File: config.mk
export PLATFORM = sky130hd
export DESIGN_NAME = ddr_init_sequencer
export DESIGN_NICKNAME = d
export VERILOG_FILES = /design/src/rtl/ddr_init_sequencer.sv
export SDC_FILE = /design/constraint.sdc
export NUM_CORES = 1
export LEC_CHECK = 0
export CAP_MARGIN = 20
export CORE_ASPECT_RATIO = 0.6
export CORE_UTILIZATION = 42
export DETAILED_ROUTE_END_ITERATION = 8
export HOLD_SLACK_MARGIN = 0.08
export PLACE_DENSITY = 0.8
export SLEW_MARGIN = 20
export SYNTH_ARGS = -nofsm -noshare
export SYNTH_HDL_FRONTEND = slang
export SYNTH_SLANG_ARGS = --single-unit
File: constraint.sdc
create_clock -name core_clk -period 1.7 [get_ports core_clk]
set_input_delay 0.17 -clock core_clk [delete_from_list [all_inputs] [get_ports core_clk]]
set_output_delay 0.17 -clock core_clk [all_outputs]
set_load 0.03 [all_outputs]
File: src/rtl/ddr_init_sequencer.sv
// DDR3 power-up sequencer: reset/CKE timing, MR2/MR3/MR1/MR0 loads, ZQCL, calibration handshake.
// Outputs registered one cycle behind the state; no backpressure, waits are counter-timed except CALI_WAIT.
module ddr_init_sequencer #(
  parameter int T_RESET      = 200,
  parameter int T_CKE        = 500,
  parameter int T_XPR        = 120,
  parameter int T_MRD        = 4,
  parameter int T_MOD        = 12,
  parameter int T_ZQINIT     = 512,
  parameter int CALI_TIMEOUT = 65535
) (
  input  logic        core_clk,
  input  logic        core_arstn,
  input  logic        init_start,
  input  logic [13:0] mr0,
  input  logic [13:0] mr1,
  input  logic [13:0] mr2,
  input  logic [13:0] mr3,
  input  logic        cali_done,
  output logic        cali_start,
  output logic        dfi_reset_n,
  output logic        dfi_cke,
  output logic        dfi_cs_n,
  output logic        dfi_ras_n,
  output logic        dfi_cas_n,
  output logic        dfi_we_n,
  output logic [2:0]  dfi_bank,
  output logic [13:0] dfi_address,
  output logic        init_done,
  output logic        init_error
);

  typedef enum logic [3:0] {
    S_IDLE, S_RST_HOLD, S_CKE_WAIT, S_XPR_WAIT, S_MRS, S_MRS_WAIT,
    S_ZQCL, S_ZQ_WAIT, S_CALI, S_CALI_WAIT, S_DONE, S_ERROR
  } state_t;

  localparam logic [15:0] LD_RESET  = 16'(T_RESET - 1);
  localparam logic [15:0] LD_CKE    = 16'(T_CKE - 1);
  localparam logic [15:0] LD_XPR    = 16'(T_XPR - 1);
  localparam logic [15:0] LD_MRD    = 16'(T_MRD - 1);
  localparam logic [15:0] LD_MOD    = 16'(T_MOD - 1);
  localparam logic [15:0] LD_ZQINIT = 16'(T_ZQINIT - 1);
  localparam logic [15:0] LD_CALI   = 16'(CALI_TIMEOUT - 1);

  state_t      state_q, state_d;
  logic [15:0] cnt_q, cnt_d;
  logic [1:0]  seq_q, seq_d;
  logic [1:0]  mr_num;
  logic [13:0] mr_sel;
  logic        cnt_zero;

  logic        dfi_reset_n_q, dfi_reset_n_d;
  logic        dfi_cke_q, dfi_cke_d;
  logic        dfi_cs_n_q, dfi_cs_n_d;
  logic        dfi_ras_n_q, dfi_ras_n_d;
  logic        dfi_cas_n_q, dfi_cas_n_d;
  logic        dfi_we_n_q, dfi_we_n_d;
  logic [2:0]  dfi_bank_q, dfi_bank_d;
  logic [13:0] dfi_address_q, dfi_address_d;
  logic        cali_start_q, cali_start_d;
  logic        init_done_q, init_done_d;
  logic        init_error_q, init_error_d;

  assign cnt_zero = (cnt_q == 16'd0);

  // seq_q is the load position; JEDEC order loads MR2, MR3, MR1, then MR0
  always_comb begin
    mr_num = 2'd2;
    mr_sel = mr2;
    case (seq_q)
      2'd0: begin mr_num = 2'd2; mr_sel = mr2; end
      2'd1: begin mr_num = 2'd3; mr_sel = mr3; end
      2'd2: begin mr_num = 2'd1; mr_sel = mr1; end
      2'd3: begin mr_num = 2'd0; mr_sel = mr0; end
      default: ;
    endcase
  end

  always_ff @(posedge core_clk) begin
    if (!core_arstn) begin
      state_q       <= S_IDLE;
      cnt_q         <= '0;
      seq_q         <= '0;
      dfi_reset_n_q <= 1'b0;
      dfi_cke_q     <= 1'b0;
      dfi_cs_n_q    <= 1'b1;
      dfi_ras_n_q   <= 1'b1;
      dfi_cas_n_q   <= 1'b1;
      dfi_we_n_q    <= 1'b1;
      dfi_bank_q    <= '0;
      dfi_address_q <= '0;
      cali_start_q  <= 1'b0;
      init_done_q   <= 1'b0;
      init_error_q  <= 1'b0;
    end else begin
      state_q       <= state_d;
      cnt_q         <= cnt_d;
      seq_q         <= seq_d;
      dfi_reset_n_q <= dfi_reset_n_d;
      dfi_cke_q     <= dfi_cke_d;
      dfi_cs_n_q    <= dfi_cs_n_d;
      dfi_ras_n_q   <= dfi_ras_n_d;
      dfi_cas_n_q   <= dfi_cas_n_d;
      dfi_we_n_q    <= dfi_we_n_d;
      dfi_bank_q    <= dfi_bank_d;
      dfi_address_q <= dfi_address_d;
      cali_start_q  <= cali_start_d;
      init_done_q   <= init_done_d;
      init_error_q  <= init_error_d;
    end
  end

  // Wait states load their count on entry and leave when it reads zero
  always_comb begin
    state_d = state_q;
    cnt_d   = cnt_q;
    seq_d   = seq_q;
    case (state_q)
      S_IDLE: begin
        if (init_start) begin
          state_d = S_RST_HOLD;
          cnt_d   = LD_RESET;
          seq_d   = 2'd0;
        end
      end
      S_RST_HOLD: begin
        if (cnt_zero) begin
          state_d = S_CKE_WAIT;
          cnt_d   = LD_CKE;
        end else begin
          cnt_d = cnt_q - 16'd1;
        end
      end
      S_CKE_WAIT: begin
        if (cnt_zero) begin
          state_d = S_XPR_WAIT;
          cnt_d   = LD_XPR;
        end else begin
          cnt_d = cnt_q - 16'd1;
        end
      end
      S_XPR_WAIT: begin
        if (cnt_zero) state_d = S_MRS;
        else          cnt_d   = cnt_q - 16'd1;
      end
      S_MRS: begin
        state_d = S_MRS_WAIT;
        cnt_d   = (seq_q == 2'd3) ? LD_MOD : LD_MRD;
      end
      S_MRS_WAIT: begin
        if (cnt_zero) begin
          if (seq_q == 2'd3) begin
            state_d = S_ZQCL;
            seq_d   = 2'd0;
          end else begin
            state_d = S_MRS;
            seq_d   = seq_q + 2'd1;
          end
        end else begin
          cnt_d = cnt_q - 16'd1;
        end
      end
      S_ZQCL: begin
        state_d = S_ZQ_WAIT;
        cnt_d   = LD_ZQINIT;
      end
      S_ZQ_WAIT: begin
        if (cnt_zero) state_d = S_CALI;
        else          cnt_d   = cnt_q - 16'd1;
      end
      S_CALI: begin
        state_d = S_CALI_WAIT;
        cnt_d   = LD_CALI;
      end
      // cali_done wins over an expiring timeout in the same cycle
      S_CALI_WAIT: begin
        if (cali_done)     state_d = S_DONE;
        else if (cnt_zero) state_d = S_ERROR;
        else               cnt_d   = cnt_q - 16'd1;
      end
      S_DONE:  state_d = S_DONE;
      S_ERROR: state_d = S_ERROR;
      default: state_d = S_IDLE;
    endcase
  end

  always_comb begin
    dfi_reset_n_d = 1'b1;
    dfi_cke_d     = 1'b1;
    dfi_cs_n_d    = 1'b0;
    dfi_ras_n_d   = 1'b1;
    dfi_cas_n_d   = 1'b1;
    dfi_we_n_d    = 1'b1;
    dfi_bank_d    = '0;
    dfi_address_d = '0;
    cali_start_d  = 1'b0;
    init_done_d   = 1'b0;
    init_error_d  = 1'b0;
    case (state_q)
      S_IDLE, S_RST_HOLD: begin
        dfi_reset_n_d = 1'b0;
        dfi_cke_d     = 1'b0;
        dfi_cs_n_d    = 1'b1;
      end
      S_CKE_WAIT: begin
        dfi_cke_d  = 1'b0;
        dfi_cs_n_d = 1'b1;
      end
      S_MRS: begin
        dfi_ras_n_d   = 1'b0;
        dfi_cas_n_d   = 1'b0;
        dfi_we_n_d    = 1'b0;
        dfi_bank_d    = {1'b0, mr_num};
        dfi_address_d = mr_sel;
      end
      S_ZQCL: begin
        dfi_we_n_d    = 1'b0;
        dfi_address_d = 14'h0400;
      end
      S_CALI:  cali_start_d = 1'b1;
      S_DONE:  init_done_d  = 1'b1;
      S_ERROR: init_error_d = 1'b1;
      default: ;
    endcase
  end

  assign dfi_reset_n = dfi_reset_n_q;
  assign dfi_cke     = dfi_cke_q;
  assign dfi_cs_n    = dfi_cs_n_q;
  assign dfi_ras_n   = dfi_ras_n_q;
  assign dfi_cas_n   = dfi_cas_n_q;
  assign dfi_we_n    = dfi_we_n_q;
  assign dfi_bank    = dfi_bank_q;
  assign dfi_address = dfi_address_q;
  assign cali_start  = cali_start_q;
  assign init_done   = init_done_q;
  assign init_error  = init_error_q;

endmodule

# Yosys cells after proc, flatten, opt, wreduce, memory -nomap -nowiden
# Cells that the tools add are included.
dict set report word_totals {
  latchBits 0
  input_bits 60
  ram_bits 0
  output_inout_bits 26
  rom_bits 0
  register_bits 47
  memories 0
}
dict set report op_classes {
  shift 0
  n_reduce_logical 13
  bitwise_logic 0
  n_addsub 2
  n_eq_ne 22
  n_lt_le_gt_ge 0
  div 0
  muxes 32
  multipliers 0
}
# op count
set ops {}
lappend ops {{case mux 16 bit (8 select lines)} 1}
lappend ops {{two-way mux 16 bit} 5}
lappend ops {{case mux 14 bit (4 select lines)} 1}
lappend ops {{case mux 4 bit (12 select lines)} 1}
lappend ops {{two-way mux 4 bit} 9}
lappend ops {{case mux 14 bit (2 select lines)} 1}
lappend ops {{equality test 4 x 3 -> 1 bit (second input constant)} 4}
lappend ops {{equality test 4 bit (second input constant)} 4}
lappend ops {{logical NOT 16 bit} 1}
lappend ops {{subtractor 16 x 1 -> 16 bit (second input constant)} 1}
lappend ops {{inequality test 2 bit (second input constant)} 7}
lappend ops {{equality test 4 x 2 -> 1 bit (second input constant)} 2}
lappend ops {{two-way mux 1 bit} 8}
lappend ops {{two-way mux 2 bit} 4}
lappend ops {{case mux 2 bit (4 select lines)} 1}
lappend ops {{nonzero test 8 bit} 1}
lappend ops {{AND reduction 7 bit} 1}
lappend ops {{AND reduction 3 bit} 2}
lappend ops {{OR reduction 3 bit} 2}
lappend ops {{equality test 2 bit (second input constant)} 2}
lappend ops {{equality test 4 x 1 -> 1 bit (second input constant)} 1}
lappend ops {{logical NOT 4 bit} 1}
lappend ops {{case mux 2 bit (2 select lines)} 1}
lappend ops {{OR reduction 2 bit} 2}
lappend ops {{6 further kinds} 6}

# Logic depth before layout (Yosys ltp)
# Gate-level depths: netlist of run 1.
dict set report depth {
  ltp_word 4
  depth_mapped 9
}

# Worst setup path before layout of run 1
# No wires, ideal clock.
dict set report synth_timing {
  path_kind {register to register}
  from {register state_q[1]}
  to {register cnt_q[6]}
  n_path_buf 2
  arrival_ns 1.800
  slack_ns -0.180
  t_required_ns 1.621
  stages_incl_launch_ff 8
  period_less_slack_ns 1.880
  cell_sequence {dfxtp_1 -> buf_6 -> or3_1 -> buf_2 -> and3_4 -> or2_4 -> a32o_1 -> a211oi_2}
}
dict set report synth_between {
  elab_chain_len 4
}
# element line
set synth_lines {}
lappend synth_lines {{start: declaration} 46} ;# state_t state_q, state_d;
lappend synth_lines {{start signal: assignment} 97} ;# state_q <= state_d;
lappend synth_lines {{equality test 4 x 3 -> 1 bit or equality test 4 x 2 -> 1 bit (tied branches)} 119} ;# case (state_q)
lappend synth_lines {{OR reduction 3 bit (no source line)} --}
lappend synth_lines {{nonzero test 8 bit (no source line)} --}
lappend synth_lines {{AND reduction 3 bit (no source line)} --}
lappend synth_lines {{end signal: assignment} 98} ;# cnt_q <= cnt_d;
lappend synth_lines {{end: declaration} 47} ;# logic [15:0] cnt_q, cnt_d;
# Parallel ways exist; a longest one is shown, timed or not.
# A chain may end at the register's enable or synchronous reset.

# Worst setup path after layout of run 1
dict set report layout_timing {
  from {register cnt_q[1]}
  to {register state_q[0]}
}
dict set report layout_between {
  elab_chain_len 3
}
# element line
set layout_lines {}
lappend layout_lines {{logical NOT 16 bit (*)} 65} ;# assign cnt_zero = (cnt_q == 16'd0);
lappend layout_lines {{inequality test 3 bit (no source line) or inequality test 2 bit (tied branches)} --}
lappend layout_lines {{AND reduction 7 bit (no source line) (*)} --}
# Every way passes the cells marked *; elsewhere a longest branch is shown, timed or not.

==> run metrics, run 1 <==
main combinational cell family by area after synthesis compound AO/OA/AOI/OAI gates; slowest stage delay, CP between 0.3 and 0.4 ns; worst-path cell chain inv_2 > ha_4 > and4b_4 > buf_6 > buf_6 > a211oi_4 > buf_6 > mux2i_1 > nor2_1; # setup viols final 21; DP HPWL 7.242 mm; Avg Cell Area, Syn 8.083 sq um; Worst Hold Class reg -> reg; Max IR drop VDD between 900 and 1000 uV; post-synthesis compound-gate area fraction 28.87%; Max Clock Skew 0.006532 ns; root buffer cell clkbuf_8; Async S/R FF share, synth 0%; Leak 1.695 nW; Final Max Tran Viols 0; Max Cap Viol 0; Ports 86; Vias roughly 3300; crit-path max FO 6; top post-synthesis cells by area dfxtp_1 (35%), nor2_1 (8.3%), a222oi_1 (5.3%); share of the yosys chip area belonging to registers 34.95%; clock buffer depth 2; Core Area approximately 5800 sq um; DRT Pass-1 Iters 6; NetSw 0.002852 W; Synth Area in Simple Gates roughly a quarter; XOR/XNOR share of the synthesized area 1.662%; CP Buf/Inv Count 4; antenna-violating nets left 0; DIE HEIGHT 63.36 um; Area after DPL 4023 sq um; worst endpoint data arrival time 2.12 ns; first-pass GRT wire length 15.73 mm; die width 104.3 um; delay-heaviest family, CP buffers and inverters; post-synthesis cell type count between 60 and 70; Period minus WS final ~1.9 ns; vias in the first global route 3096; Mapped Area 2635 sq um; vias per cell ~5.9; Final Routed Wirelength 10.15 mm; H-Tree Level Count 2; multiplexer area fraction after synthesis 1.519%; total CTS buffers 5; synthesis-to-layout area growth 68.00%; Final Hold Vio Count 0; critical path's most frequent cell buf_6; RSZ-0062 raised after global routing yes; clock-pin slew on the worst setup and hold paths 0.09 ns; port bufs 84; synthesized flop and latch total between 40 and 50; startpoint types flip-flop; Clock power frac 12.6%; drt drc 0; highest clock rate 521.1 MHz; gr ovfl total 0; Final nets 534; Power Total 0.006655 W; pin count of the biggest net entering global routing 22; initial antenna violation count 0; Top FF cell, synth dfxtp_1; Synth area leader dfxtp_1; Mapped Nets 392; 1st-iter DRT viols 344; fin util 76.23%; Placer Congestion a little under 1; Syn. warnings 0; Tcrit/Tclk final 112.9%; die area around 6600 sq um; drt wl/cell 18.49 um; Seq pwr share between 20 and 25%; Logic pwr share 67.3%; Synth Instances 326; share of cells above drive strength 1 31.56%; failing checks negative setup slack; Sink Count 46; antenna cells 0; Sw Ratio 42.85%; kind of critical path reg -> reg; post-synth top area share between 30% and 40%; worst skew pair latency 0.30 ns; initial core utilization approximately 45%; CP max-delay cell dfxtp_2; Post-synth EDFFs 0; post-route cell area 4427 sq um; required time worst endpoint 1.90 ns; CP Capture Type flip-flop; Int Power approximately 0.0038 W; post-route setup slack -0.2190 ns; status finished, violations left; PD cells 1503 nW/um^2; Synth Area in Adders 2.849%; gr usage total 30.27%; CTS tree built; FP Rows 21
flip-flops by register name, indices dropped and copies added (netlist names):
signal,flops
dfi_cs_n,1
state_q,4
dfi_cas_n,1
init_done,1
cali_start,1
dfi_address,14
dfi_bank,2
dfi_we_n,1
init_error,1
dfi_reset_n,1
dfi_cke,1
cnt_q,16
seq_q,2
power by group through the flow:
stage	sequential, W	combinational, W	clock [W]
final	0.00134	0.00448	0.000839
after global routing	0.00136	0.00470	0.000890
after CTS	0.00133	0.00406	0.000833
after detailed placement	0.00133	0.00359	0
after global placement	0.00133	0.00354	0
after floorplan	0.00139	0.00199	0
repair_timing:
item	4_1_cts	5_1_grt
pin swaps	22	13
hold buffers	0	0
gates resized for setup	48	24
setup buffers	3	1
cloned	1	1
endpoints found under the setup margin	39	38
placed cells by master, fill, tap and decap left out, types with 4 or more instances in the layout:
master / n
clkdlybuf4s50_1: 84
buf_4: 68
nor2_1: 51
dfxtp_1: 38
a21oi_1: 22
nand2_1: 17
a222oi_1: 14
nor3_1: 11
inv_1: 9
o21ai_1: 9
dfxtp_2: 8
nor2_2: 7
o21ai_2: 7
o2bb2ai_1: 6
o21ai_0: 6
a31oi_1: 5
clkbuf_8: 5
buf_6: 5
mux2i_1: 4
ha_1: 4
layout make-up:
| class | count | area [sq um] |
|---|---|---|
| multi-input combinational | 245 | 1797 |
| clock buffer | 6 | 72.57 |
| fill | 386 | 1380 |
| timing repair buffer | 159 | 1448 |
| tap | 80 | 100.1 |
| clock inverter | 2 | 37.54 |
| sequential | 46 | 930.9 |
| inverter | 11 | 41.29 |
cells in the mapped netlist, types with 3 or more instances:
cell type	n
a211oi_1	3
a21oi_1	24
a222oi_1	14
a31oi_1	5
and3_1	3
buf_2	6
buf_6	3
clkbuf_1	14
dfxtp_1	46
ha_1	6
inv_1	11
mux2i_1	4
nand2_1	19
nand3_1	4
nand4_1	3
nand4b_1	3
nor2_1	58
nor2b_1	3
nor3_1	13
nor4_1	3
o21ai_0	15
o21ai_1	7
o22ai_1	4
o2bb2ai_1	7
xnor2_1	4
per-layer routing:
metal	routed length (um)	global-route usage (%)	vias to the layer above	share of wire (%)
li1	-	-	1488	-
met2	4274	45.75	202	42
met4	56	4.107	0	0.55
met1	4555	40.57	1549	45
met5	0	0	-	0
met3	1262	13.35	12	12
worst paths after layout:
check / from / endpoint / slack [ns] / depth (start not counted)
worst max-delay path: cnt_q[1] / state_q[0] / -0.22 / 9
worst min-delay path: cnt_q[10] / cnt_q[10] / 0.47 / 1
worst max register to register: cnt_q[1] / state_q[0] / -0.22 / 9
worst min register to register: cnt_q[10] / cnt_q[10] / 0.47 / 1
stage by stage:
stage          std cells  setup TNS (ns)  setup WS [ns]  hold WS (ns)
2_1_floorplan        326         -0.4332       -0.07719        0.3127
3_3_place_gp         535          -6.498        -0.3501        0.4457
3_5_place_dp         535          -7.021        -0.3387        0.4525
4_1_cts              547          -1.275        -0.1479        0.4719
5_1_grt              549          -4.601        -0.2927        0.4827
6_report             549          -2.818        -0.2190        0.4745
cell families (layout without fill, tap and decap cells):
| family | Yosys count | after routing |
|---|---|---|
| xor gates and xnor gates | 5 | 5 |
| adders and majority gates | 6 | 6 |
| DFF | 46 | 46 |
| AOI/OAI and AO/OA | 102 | 103 |
| buffers and inverters | 37 | 178 |
| other | 1 | 1 |
| and+or+nand+nor | 125 | 126 |
| muxes | 4 | 4 |
worst reg2reg max path, cell delays in order, from the launching register on:
cell and delay, ns:
dfxtp_2 0.35, inv_2 0.06, ha_4 0.16, and4b_4 0.24, buf_6 0.13, buf_6 0.11, a211oi_4 0.35, buf_6 0.16
mux2i_1 0.21, nor2_1 0.07
Power figures use the tool's default switching activity.
==> inputs of run 2 (changes only) <==
CTS_BUF_LIST = sky130_fd_sc_hd__clkbuf_4 sky130_fd_sc_hd__clkbuf_8 sky130_fd_sc_hd__clkbuf_16   (was not set)
==> run 2 against run 1 <==
The flow still finishes with violations (negative setup slack). Clock skew down 0.00096 ns. Combinational power hardly changed. Sequential power about the same. Non-clock buffer count unchanged. Critical path depth unchanged. Maximum frequency rose by 0.33%. Hold slack barely moved. Sequential share of layout area barely moved. Via count barely moved. Cell count is the same. Critical path type unchanged.
==> run metrics, run 2 (synthesized netlist as in run 1, its figures left out) <==
drt wl/cell 18.47 um; delay-heaviest family, CP buffers and inverters; failing checks negative setup slack; fin util between 70 and 80%; crit path launch cnt_q[1]; hold path start cnt_q[10]; DRT Pass-1 Iters 9; Max Cap Viol 0; DP HPWL around 7.2 mm; most common cell after layout, fill and taps aside clkdlybuf4s50_1; PD cells 1507 nW/um^2; clock-pin slew on the worst setup and hold paths 0.09 ns; worst endpoint data arrival time 2.11 ns; Final nets approximately 530; initial core utilization 45.38%; 1st-iter DRT viols 338; worst-path cell chain inv_2 > ha_4 > and4b_4 > buf_6 > buf_6 > a211oi_4 > buf_6 > mux2i_1 > nor2_1; gr usage total 30.27%; area of the multi-input gates 1797 sq um; Max Clock Skew 0.005568 ns; share of cells above drive strength 1 31.77%; DIE HEIGHT approximately 63 um; crit-path max FO 6; die area 6605 sq um; die width between 100 and 150 um; Leak 1.699 nW; H-Tree Level Count 2; CP max-delay cell dfxtp_2; most frequent cells in the layout clkdlybuf4s50_1 (84), buf_4 (68), nor2_1 (51); clock buffer depth 2; startpoint types flip-flop; antenna-violating nets left 0; slowest stage delay, CP 0.35 ns; highest clock rate 522.8 MHz; port bufs 84; gr ovfl total 0; kind of critical path reg -> reg; Core Area 5807 sq um; Worst Hold Class reg -> reg; vias per cell roughly 5.9; Tcrit/Tclk final 112.5%; vias in the first global route 3096; reg2reg path depth 9; CP Capture Type flip-flop; Final Routed Wirelength 10.14 mm; CP Buf/Inv Count 4; largest register by flop count cnt_q; Hold Path Depth 1; root buffer cell clkbuf_8; drt drc 0; worst skew pair latency 0.30 ns; Final Hold Vio Count 0; R2R setup slack -0.21 ns; Final Max Tran Viols 0; Worst R2R End state_q[0]; initial antenna violation count 0; critical path's most frequent cell buf_6; pin count of the biggest net entering global routing 22; FILL cells 384; status finished, violations left; Period minus WS final 1.913 ns; FP Rows 21; # setup viols final 21; Power Total 0.006678 W; Hold-fix buffers, CTS 0; post-route setup slack -0.2126 ns; Crit Reg-Reg Startpoint cnt_q[1]; Sink Count 46; synthesis-to-layout area growth 68.14%; max reg flops 16; CTS tree built; first-pass GRT wire length 15.73 mm; Ports 86; total CTS buffers 5; Vias 3252; Max IR drop VDD 901.1 uV; required time worst endpoint 1.90 ns; Worst Hold Path EP cnt_q[10]; Placer Congestion between 0.9 and 1; register area 930.9 sq um; antenna cells 0; RSZ-0062 raised after global routing yes; Hold Slack 0.4747 ns
## run 2: cell counts in the layout (fill, tap and decap cells not counted)
No cell type changed its count.
## run 2: worst max-delay path by stage
stage,endpoint,slack [ns],depth (start not counted)
4_1_cts,cnt_q[5],-0.15,7
3_3_place_gp,cnt_q[5],-0.35,7
6_report,state_q[0],-0.21,9
2_1_floorplan,cnt_q[6],-0.08,7
3_5_place_dp,cnt_q[5],-0.34,7
5_1_grt,state_q[0],-0.29,9
## run 2: routing by layer
| layer | vias up | wire, um | GRT usage [%] |
|---|---|---|---|
| li1 | 1488 | - | - |
| met1 | 1552 | 4544 | 40.57 |
| met2 | 207 | 4276 | 45.75 |
| met3 | 5 | 1294 | 13.35 |
| met4 | 0 | 26 | 4.107 |
| met5 | - | 0 | 0 |
## run 2: report_power, final
group	total, W	switching (W)	internal (W)	leakage [nW]
combinational	0.00448	0.00234	0.00215	1.27
sequential	0.00134	0.000121	0.00122	0.376
clock	0.000854	0.000399	0.000455	0.0548
## run 2: per-stage QoR
step,setup TNS [ns],std cells,area (sq um),setup WS [ns]
2_1_floorplan,-0.4332,326,2671,-0.07719
3_3_place_gp,-6.498,535,4023,-0.3501
3_5_place_dp,-7.021,535,4023,-0.3387
4_1_cts,-1.275,547,4324,-0.1479
5_1_grt,-4.601,549,4431,-0.2927
6_report,-2.782,549,4431,-0.2126
## run 2: layout make-up
| cell class | instances | share of cell area, % |
|---|---|---|
| well taps | 80 | 2.259 |
| multi-input cells | 245 | 40.55 |
| inverters | 11 | 0.9319 |
| repair buffers | 159 | 32.67 |
| clock inverters | 2 | 0.8472 |
| flip-flops and latches | 46 | 21.01 |
| clock buffers | 6 | 1.723 |
## run 2: what timing repair did
item / in CTS / in global routing
gates resized for setup: 48 / 24
endpoints found under the hold margin: 0 / 0
buffers inserted: 3 / 1
setup endpoints to repair: 39 / 38
pin swaps: 22 / 13
cloned: 1 / 1
==> inputs of run 3 (changes only) <==
--- a/config.mk
+++ b/config.mk
@@ -8,4 +8,5 @@
 export CAP_MARGIN = 20
 export CORE_ASPECT_RATIO = 0.6
+export CORE_MARGIN = 1
 export CORE_UTILIZATION = 42
 export CTS_BUF_LIST = sky130_fd_sc_hd__clkbuf_4 sky130_fd_sc_hd__clkbuf_8 sky130_fd_sc_hd__clkbuf_16
==> constraint.sdc (replaced) <==
create_clock -name core_clk -period 1.7 [get_ports core_clk]
set_input_delay 0.34 -clock core_clk [delete_from_list [all_inputs] [get_ports core_clk]]
set_output_delay 0.34 -clock core_clk [all_outputs]
set_load 0.03 [all_outputs]
==> run 3 against run 2 <==
First-iteration DRC count is 20% higher. Hold slack better by 0.021 ns. Global-route usage is 0.10 points higher. The run still ends with negative setup slack left. Maximum frequency is 2.6% lower.
==> run metrics, run 3 (synthesized netlist as in run 1, its figures left out) <==
critical path's most frequent cell buf_4; met2 Resource Use GR 48.50%; Hold Slack 0.4952 ns; die width 104.3 um; die area roughly 6600 sq um; root buffer cell clkbuf_8; most frequent cells in the layout clkdlybuf4s50_1 (83), buf_4 (71), nor2_1 (53); Placer Congestion 0.9769; antenna-violating nets left 0; total CTS buffers 5; worst-path cell chain nor4_4 > buf_4 > nand4b_1 > nor2_2 > a31oi_1 > nor3_1 > buf_4 > mux2i_1; fin cells 552; met1 global-route usage about two fifths; R2R setup slack -0.26 ns; Worst Hold Class reg -> reg; DRT Pass-1 Iters 8; gr usage total 30.37%; initial core utilization a little under half; DP HPWL 7.058 mm; CP Buf/Inv Count 2; initial antenna violation count 0; Final Max Tran Viols 0; Setup WS pre-CTS -0.3527 ns; Tcrit/Tclk final 115.5%; drt drc 0; Int Power between 0.003 and 0.004 W; Leak 1.761 nW; H-Tree Level Count 2; Max IR drop VDD 996.9 uV; highest clock rate 509.4 MHz; 1st-iter DRT viols 405; largest register by flop count cnt_q; CP Capture Type flip-flop; Period minus WS final 1.963 ns; CTS tree built; pin count of the biggest net entering global routing 22; most common cell after layout, fill and taps aside clkdlybuf4s50_1; Final Routed Wirelength 10.23 mm; global-route track usage on met3 under 10%; CP max-delay cell dfxtp_2; clock buffer depth 2; DIE HEIGHT 63.36 um; first-pass GRT wire length 15.78 mm; Max Cap Viol 0; Setup TNS -2.876 ns; status finished, violations left; synthesis-to-layout area growth 72.27%; kind of critical path reg -> reg; vias in the first global route 3130; vias per cell 5.875; clock-pin slew on the worst setup and hold paths roughly 0.090 ns; PD cells around 1500 nW/um^2; port bufs 84; worst endpoint data arrival time approximately 2.2 ns; share of cells above drive strength 1 between 30% and 40%; Sw Ratio 43.34%; Vias 3243; worst skew pair latency 0.31 ns; NetSw about 0.0030 W; required time worst endpoint 1.94 ns; # setup viols final 23; GR peak layer met2; failing checks negative setup slack; Logic pwr share 67.7%; max reg flops 16; FP Rows 21; RSZ-0062 raised after global routing yes; Placed Cells 537; Ports 86; Final Hold Vio Count 0; Max Clock Skew 0.009413 ns; startpoint types flip-flop; antenna cells 0; drt wl/cell between 15 and 20 um; Core Area 5807 sq um; Area after DPL 4038 sq um; slowest stage delay, CP approximately 0.34 ns; gr ovfl total 0; Seq pwr share 19.8%; delay-heaviest family, CP simple AND/OR/NAND/NOR gates; crit-path max FO 2; post-route setup slack -0.2631 ns; Clock power frac roughly an eighth; Sink Count 46; post-route cell area 4539 sq um; Final nets 538
[run 3: changes by cell type in the layout (fill, tap and decap cells not counted), sizes merged]
cell | previous run | this run
clkdlybuf4s50 | 84 | 83
clkinvlp | 1 | 0
buf | 75 | 79
dlymetal6s2s | 0 | 1
[run 3: layer usage]
metal / wire length, um / vias up / part of all wire (%)
li1: - / 1499 / -
met1: 4412 / 1511 / 43
met3: 1229 / 30 / 12
met2: 4408 / 203 / 43
met4: 183 / 0 / 1.8
met5: 0 / - / 0
[run 3: final cells by class]
cell class                 count  area (sq um)
inverter                      11         43.79
timing repair buffer         163          1493
clock buffer                   6         82.58
multi-input combinational    245          1854
tap                           80         100.1
fill                         382          1267
sequential                    46         935.9
clock inverter                 1         30.03
[run 3: repair_timing]
item                                    in CTS  in global routing
gates cloned                                 1                  1
endpoints found under the setup margin      38                 39
setup buffers                                2                  4
hold endpoints to repair                     0                  0
pin swaps                                   28                 19
gates resized for setup                     37                 42
hold buffers                                 0                  0
[run 3: power by group through the flow]
stage | Combinational (W) | Clock (W) | Sequential (W)
floorplan | 0.00199 | 0 | 0.00139
global route | 0.00490 | 0.000902 | 0.00138
detailed placement | 0.00353 | 0 | 0.00135
finish | 0.00467 | 0.000859 | 0.00137
CTS | 0.00389 | 0.000857 | 0.00134
global placement | 0.00347 | 0 | 0.00135
[run 3: worst paths after layout]
| path | from | endpoint | cells after the start |
|---|---|---|---|
| setup / recovery | cnt_q[14] | seq_q[1] | 8 |
| hold / removal | cnt_q[10] | cnt_q[10] | 1 |
| setup reg to reg | cnt_q[14] | seq_q[1] | 8 |
| hold reg to reg | cnt_q[10] | cnt_q[10] | 1 |
[run 3: per-stage QoR]
step	util (%)	total power [W]
after floorplan	-	0.003382
after global placement	69.53	0.004811
after detailed placement	69.53	0.004875
after CTS	74.29	0.006084
after global routing	78.17	0.007182
final	78.17	0.006896
